**src/rtl/rr_arb3.sv**
```systemverilog
// Three-requester round-robin arbiter for a shared resource with a bounded grant window.
// One grant at a time; each grant ends with a done pulse, plus a timeout pulse if the resource never answered.
module rr_arb3 #(
  parameter int TMO = 16
) (
  input  logic       clk,
  input  logic       rst,
  input  logic [2:0] req,
  input  logic       mem_ready,
  output logic [1:0] sel,
  output logic [2:0] gnt,
  output logic       mem_valid,
  output logic [2:0] done,
  output logic       timeout,
  output logic       busy
);

  localparam int CW = (TMO > 1) ? $clog2(TMO) : 1;
  localparam logic [CW-1:0] CNT_LAST = CW'(TMO - 1);

  localparam logic ST_IDLE  = 1'b0;
  localparam logic ST_GRANT = 1'b1;

  logic          state;
  logic [1:0]    ptr;
  logic [CW-1:0] cnt;
  logic [2:0]    elig;
  logic [1:0]    cand0, cand1, cand2;
  logic [1:0]    win;
  logic          win_vld;

  function automatic logic [1:0] inc3(input logic [1:0] x);
    return (x == 2'd2) ? 2'd0 : x + 2'd1;
  endfunction

  function automatic logic bit_at(input logic [2:0] v, input logic [1:0] i);
    case (i)
      2'd0:    return v[0];
      2'd1:    return v[1];
      2'd2:    return v[2];
      default: return 1'b0;
    endcase
  endfunction

  // A requester whose done pulse is visible this cycle cannot win again until it re-raises.
  always_comb begin
    elig    = req & ~done;
    win_vld = |elig;
    cand0   = ptr;
    cand1   = inc3(cand0);
    cand2   = inc3(cand1);
    win     = cand2;
    if (bit_at(elig, cand1)) win = cand1;
    if (bit_at(elig, cand0)) win = cand0;
  end

  always_ff @(posedge clk) begin
    if (rst) begin
      state   <= ST_IDLE;
      gnt     <= 3'b000;
      sel     <= 2'b00;
      done    <= 3'b000;
      timeout <= 1'b0;
      ptr     <= 2'd0;
      cnt     <= '0;
    end else begin
      case (state)
        ST_IDLE: begin
          done    <= 3'b000;
          timeout <= 1'b0;
          if (win_vld) begin
            state <= ST_GRANT;
            gnt   <= 3'b001 << win;
            sel   <= win;
            cnt   <= '0;
          end
        end
        default: begin
          // Completion beats the timeout when both land on the same edge.
          if (mem_ready || cnt == CNT_LAST) begin
            state   <= ST_IDLE;
            gnt     <= 3'b000;
            done    <= gnt;
            timeout <= ~mem_ready;
            ptr     <= inc3(sel);
          end else begin
            cnt <= cnt + 1'b1;
          end
        end
      endcase
    end
  end

  assign busy      = (state == ST_GRANT);
  assign mem_valid = (state == ST_GRANT);

endmodule

```
**config.mk**
```make
export PLATFORM = sky130hd
export DESIGN_NAME = rr_arb3
export DESIGN_NICKNAME = d
export VERILOG_FILES = /design/src/rtl/rr_arb3.sv
export SDC_FILE = /design/constraint.sdc
export NUM_CORES = 1
export LEC_CHECK = 0
export ABC_AREA = 0
export BUFFER_PORTS_ARGS = -buffer_cell sky130_fd_sc_hd__buf_2
export CAP_MARGIN = 25
export CORE_MARGIN = 5
export CORE_UTILIZATION = 44
export CTS_CLUSTER_SIZE = 30
export DETAILED_ROUTE_END_ITERATION = 8
export PLACE_DENSITY = 0.67
export SLEW_MARGIN = 40
export SYNTH_ARGS = -nofsm -noshare
export SYNTH_HDL_FRONTEND = slang
export SYNTH_SLANG_ARGS = --single-unit
export TNS_END_PERCENT = 30
```
**constraint.sdc**
```tcl
create_clock -name clk -period 2.1 [get_ports clk]
set_input_delay 0.315 -clock clk [delete_from_list [all_inputs] [get_ports clk]]
set_output_delay 0.315 -clock clk [all_outputs]
set_load 0.02 [all_outputs]
```
* After elaboration in Yosys (flattened, before gate mapping)
Index checks and enable logic that the tools add are counted.
** Word-level totals
- Register bits :: 16
- Bits of input ports :: 6
- Output and inout bits :: 11
- Word-level logic and storage cells :: 50
** Operators by class
- $add $sub $neg :: 4
- Equality and inequality tests :: 8
- Shift operators :: 1
- Muxes and demuxes :: 16
- Bitwise gates (word level) :: 4
- Reduce and logical (&&, ||, !) cells :: 10
** Operators by type and width (count)
- $mux 4 :: 3
- $mux 2 :: 5
- $mux 3 :: 3
- $reduce_and 2->1 :: 4
- $add 2x1->2 const B :: 3
- $eq 2x2->1 const B :: 3
- $pmux 1 s3 :: 2
- $add 4x1->4 const B :: 1
- $eq 2x1->1 const B :: 2
- $eq 4x4->1 const B :: 1
- $logic_not 2->1 :: 2
- $and 3x3->3 :: 1
- $mux 1 :: 3
- $not 3->3 :: 1
- $reduce_or 3->1 :: 1
- $shl 1x2->3 const A :: 1
- $ne 2x1->1 const B :: 1
- $ne 2x2->1 const B :: 1
- $not 1->1 :: 2
- $reduce_bool 2->1 :: 1
- $reduce_or 2->1 :: 1
- $logic_or 1x1->1 :: 1

* Longest topological paths before layout
- Depth after elaboration :: 9
- Depth in mapped cells :: 6
- Depth with buffers taken out :: 6

* Worst setup path after synthesis
OpenSTA, ideal clock, no wires.
- Kind :: register to register
- Start :: register cnt[0]
- End :: register gnt[1]
- Setup time :: 67 ps
- Arrival time :: 1471 ps
- Required time :: 2033 ps
- Slack :: 562 ps
- Cell stages (with the launch flop) :: 7
- Path buffers :: 0
- Clock period less this slack :: 1538 ps
- Path through :: dfxtp_1 -> ha_1 -> a31oi_4 -> nand2b_4 -> nor2b_4 -> nand2_1 -> a21oi_2
** On the way
- Word-level cells in the longest chain between the ends :: 4
** RTL lines
- start, declared :: RTL line 26 : logic [CW-1:0] cnt;
- start signal, assigned :: RTL line 87 : cnt <= cnt + 1'b1;
- $eq 4x4->1 :: RTL line 80 : if (mem_ready || cnt == CNT_LAST) begin
- $logic_or 1x1->1 :: RTL line 80
- $ne 2x1->1 (no line)
- $reduce_and 2->1 (no line)
- end signal, assigned :: RTL line 73 : gnt <= 3'b001 << win;
- end, declared :: RTL line 11 : output logic [2:0] gnt,
No other way between the ends.
A chain may end at the register's enable or synchronous reset.

* Final worst setup path
Ends and elaborated chain as after synthesis.

==> qor.txt <==
Setup total negative slack = 0 ns
Seq cells post-synth = 16
Number of DRC markers in iteration 0 = 8
Most used flip-flop cell after synthesis = sky130_fd_sc_hd__dfxtp_1
Share of layout cells above drive strength 1 = 31.6%
Commonest cells after routing, fill and taps aside = sky130_fd_sc_hd__dfxtp_1 (16), sky130_fd_sc_hd__buf_2 (16), sky130_fd_sc_hd__nor2_1 (14)
Via-to-Cell Ratio = 5.29
Worst Setup Path Type = reg -> reg
Crit-path max cell delay = 0.39 ns
Length of the first detailed-routing pass in iterations = 4
Setup repair after global routing missed its margin = no
Detail Placement HPWL = 1210 um
Cell area power density = 668 nW/um^2
Placed Cells incl. Taps = 120
Core area = 1710 sq um
Start of the worst register-to-register path = cnt[0]
IR drop worst, VDD = 0.462 mV
CP Data Arrival Time = 1.89 ns
Number of port buffers = 16
Number of antenna violations at the first check in global routing = 0
Setup Fix Bufs, Post-CTS = 0
Wire length of the first global-routing pass = 2660 um
Timing startpoint of the critical path = cnt[0]
Async set-or-reset flop fraction in the synthesized netlist = 0%
Post-synthesis sequential area ratio = 41.2%
Main area contributors after synthesis = sky130_fd_sc_hd__dfxtp_1 (41%), sky130_fd_sc_hd__nor2_1 (6.8%), sky130_fd_sc_hd__a31oi_4 (5.5%), sky130_fd_sc_hd__a21oi_1 (3.9%), sky130_fd_sc_hd__mux2i_1 (3.9%)
Via count of the routed design = 651
Antenna diodes = 0
# hold bufs at CTS = 0
Clock latency at the later pin of the worst-skew pair = 0.28 ns
Number of cells upsized or downsized after cts = 0
Number of nets produced by synthesis = 88
Number of hold violations in the final report = 0
Via count of the first global-routing pass = 604
Highest achievable clock rate = 598 MHz
Transition time at the pin with the least slew margin = 0.516 ns
Top fanout value on the critical path = 9
Number of standard cells in the final layout excluding fillers = 123
Max capacitance violation total = 0
Clock tree from TritonCTS = done
Final clock period utilization by the worst path = 79.7%
Remaining antenna violation count after routing = 0
Area of the die = 2710 sq um
Path class of the lowest-slack min-delay path = in -> reg
Post-Syn Instances = 81
WL/cell = 12.9 um
CP Data Required Time = 2.32 ns
Height of the die = 52.1 um
Slew Limit Fails = 0
Cell type of the slowest stage on the worst timing path = sky130_fd_sc_hd__a31oi_4
Final setup violating endpoints = 0
Net count, final = 107
Global-route usage over all layers = 12.9%
Clock Skews = 0.00499 ns
Critical hold path startpoint = mem_ready
# rows = 15
Initial Util = 45.6%
Area share of the leading cell type in the synthesized netlist = 41.2%
Number of top-level design ports = 17
CP Cell Sequence = ha_1 > a31oi_4 > nand2b_4 > nor2b_4 > nand2_1 > a21oi_2
Number of distinct standard cells referenced by the synthesized netlist = 30
Clock sinks = 16
P_leak = 0.372 nW
Gr ovfl total = 0
Area of the mapped netlist = 778 sq um
Crit. End Element = flip-flop
Relative slew slack = 65.5%
Pin count of the biggest net entering global routing = 14
Number of flops mapped to enable cells by yosys = 0
Result of the run = finished clean
Yosys Warn Count = 0
Number of buffers created by CTS = 3
Global placer's final weighted congestion = 0.745
Max H-tree Level = 1
Clock Pin Slew Worst Setup and Hold Paths = 0.09 ns
Synthesized area per cell = 9.61 sq um
CTS Root Buffer Type = sky130_fd_sc_hd__clkbuf_4
Die Span X = 52.1 um
Area leader, netlist = sky130_fd_sc_hd__dfxtp_1
Crit start category = flip-flop
Post-layout minimum cycle time = 1.67 ns
Overall routed net length = 1590 um
DRC violations left = 0
Layout overhead on the synthesized area = 15.1%
Maximum buffer depth of the clock tree = 2
## cells by family after synthesis
| logic type | count (synthesis) | share of synthesized area (%) |
|---|---|---|
| flip-flops | 16 | 41.2 |
| AND/OR/NAND/NOR | 41 | 32.3 |
| adder cells (fa/ha/maj) | 1 | 1.61 |
| buffers and inverters | 2 | 2.09 |
| multiplexers | 3 | 3.86 |
| AO/OA/AOI/OAI | 18 | 19.0 |
## sequential cells by signal, summed over array words and instances (netlist names)
name	flops
busy	1
done	3
cand0	2
gnt	3
sel	2
timeout	1
cnt	4
## report_power, final
group | internal, mW | switching (mW)
sequential | 0.316 | 0.0186
combinational | 0.0433 | 0.0637
clock | 0.0664 | 0.0897
## worst max-delay path: cells and delay by family, from the launching register on
family | cells | cell delay [ns]
AO/OA/AOI/OAI | 2 | 0.52
adder cells (fa/ha/maj) | 1 | 0.27
flip-flops | 1 | 0.34
AND/OR/NAND/NOR | 3 | 0.48
## layer usage
metal / part of all wire (%) / vias up / global-route usage [%]
met5: 0 / - / 0
met4: 1.6 / 0 / 5.24
met3: 4.2 / 4 / 2.58
met2: 44 / 15 / 18.2
met1: 50 / 302 / 18.6
li1: - / 330 / -
## cell usage after synthesis, types with 2 or more instances
cell                       number
sky130_fd_sc_hd__a31oi_4        2
sky130_fd_sc_hd__a32oi_1        2
sky130_fd_sc_hd__nand2_1        3
sky130_fd_sc_hd__a21oi_2        3
sky130_fd_sc_hd__mux2i_1        3
sky130_fd_sc_hd__nand2b_1       4
sky130_fd_sc_hd__nor2_1        14
sky130_fd_sc_hd__dfxtp_1       16
sky130_fd_sc_hd__nand2b_4       2
sky130_fd_sc_hd__a21oi_1        6
sky130_fd_sc_hd__a211oi_1       2
sky130_fd_sc_hd__nor3b_1        3
sky130_fd_sc_hd__nor3_1         2
sky130_fd_sc_hd__o21ai_0        2
sky130_fd_sc_hd__nor4_1         2
## stage by stage
step | hold slack [ns] | setup WS (ns) | utilization, % | area [sq um] | total power, mW
floorplan | 0.377 | 0.562 | - | 778 | 0.419
global placement | 0.484 | 0.508 | 51.1 | 873 | 0.448
detailed placement | 0.483 | 0.453 | 51.1 | 873 | 0.448
CTS | 0.248 | 0.424 | 52.5 | 896 | 0.603
global route | 0.243 | 0.331 | 52.5 | 896 | 0.630
finish | 0.261 | 0.427 | 52.5 | 896 | 0.598
## layout make-up
| class | count | area, sq um |
|---|---|---|
| clock buffer | 3 | 22.5 |
| fill | 164 | 812 |
| multi-input combinational | 63 | 442 |
| sequential | 16 | 320 |
| tap | 25 | 31.3 |
| timing repair buffer | 16 | 80.1 |
## worst paths after layout
kind / end / depth (start not counted) / slack, ns
setup / recovery: gnt[1] / 6 / 0.43
hold / removal: timeout / 2 / 0.26
setup reg to reg: gnt[1] / 6 / 0.43
hold reg to reg: gnt[2] / 2 / 0.50
(Power assumes the default switching activity.)
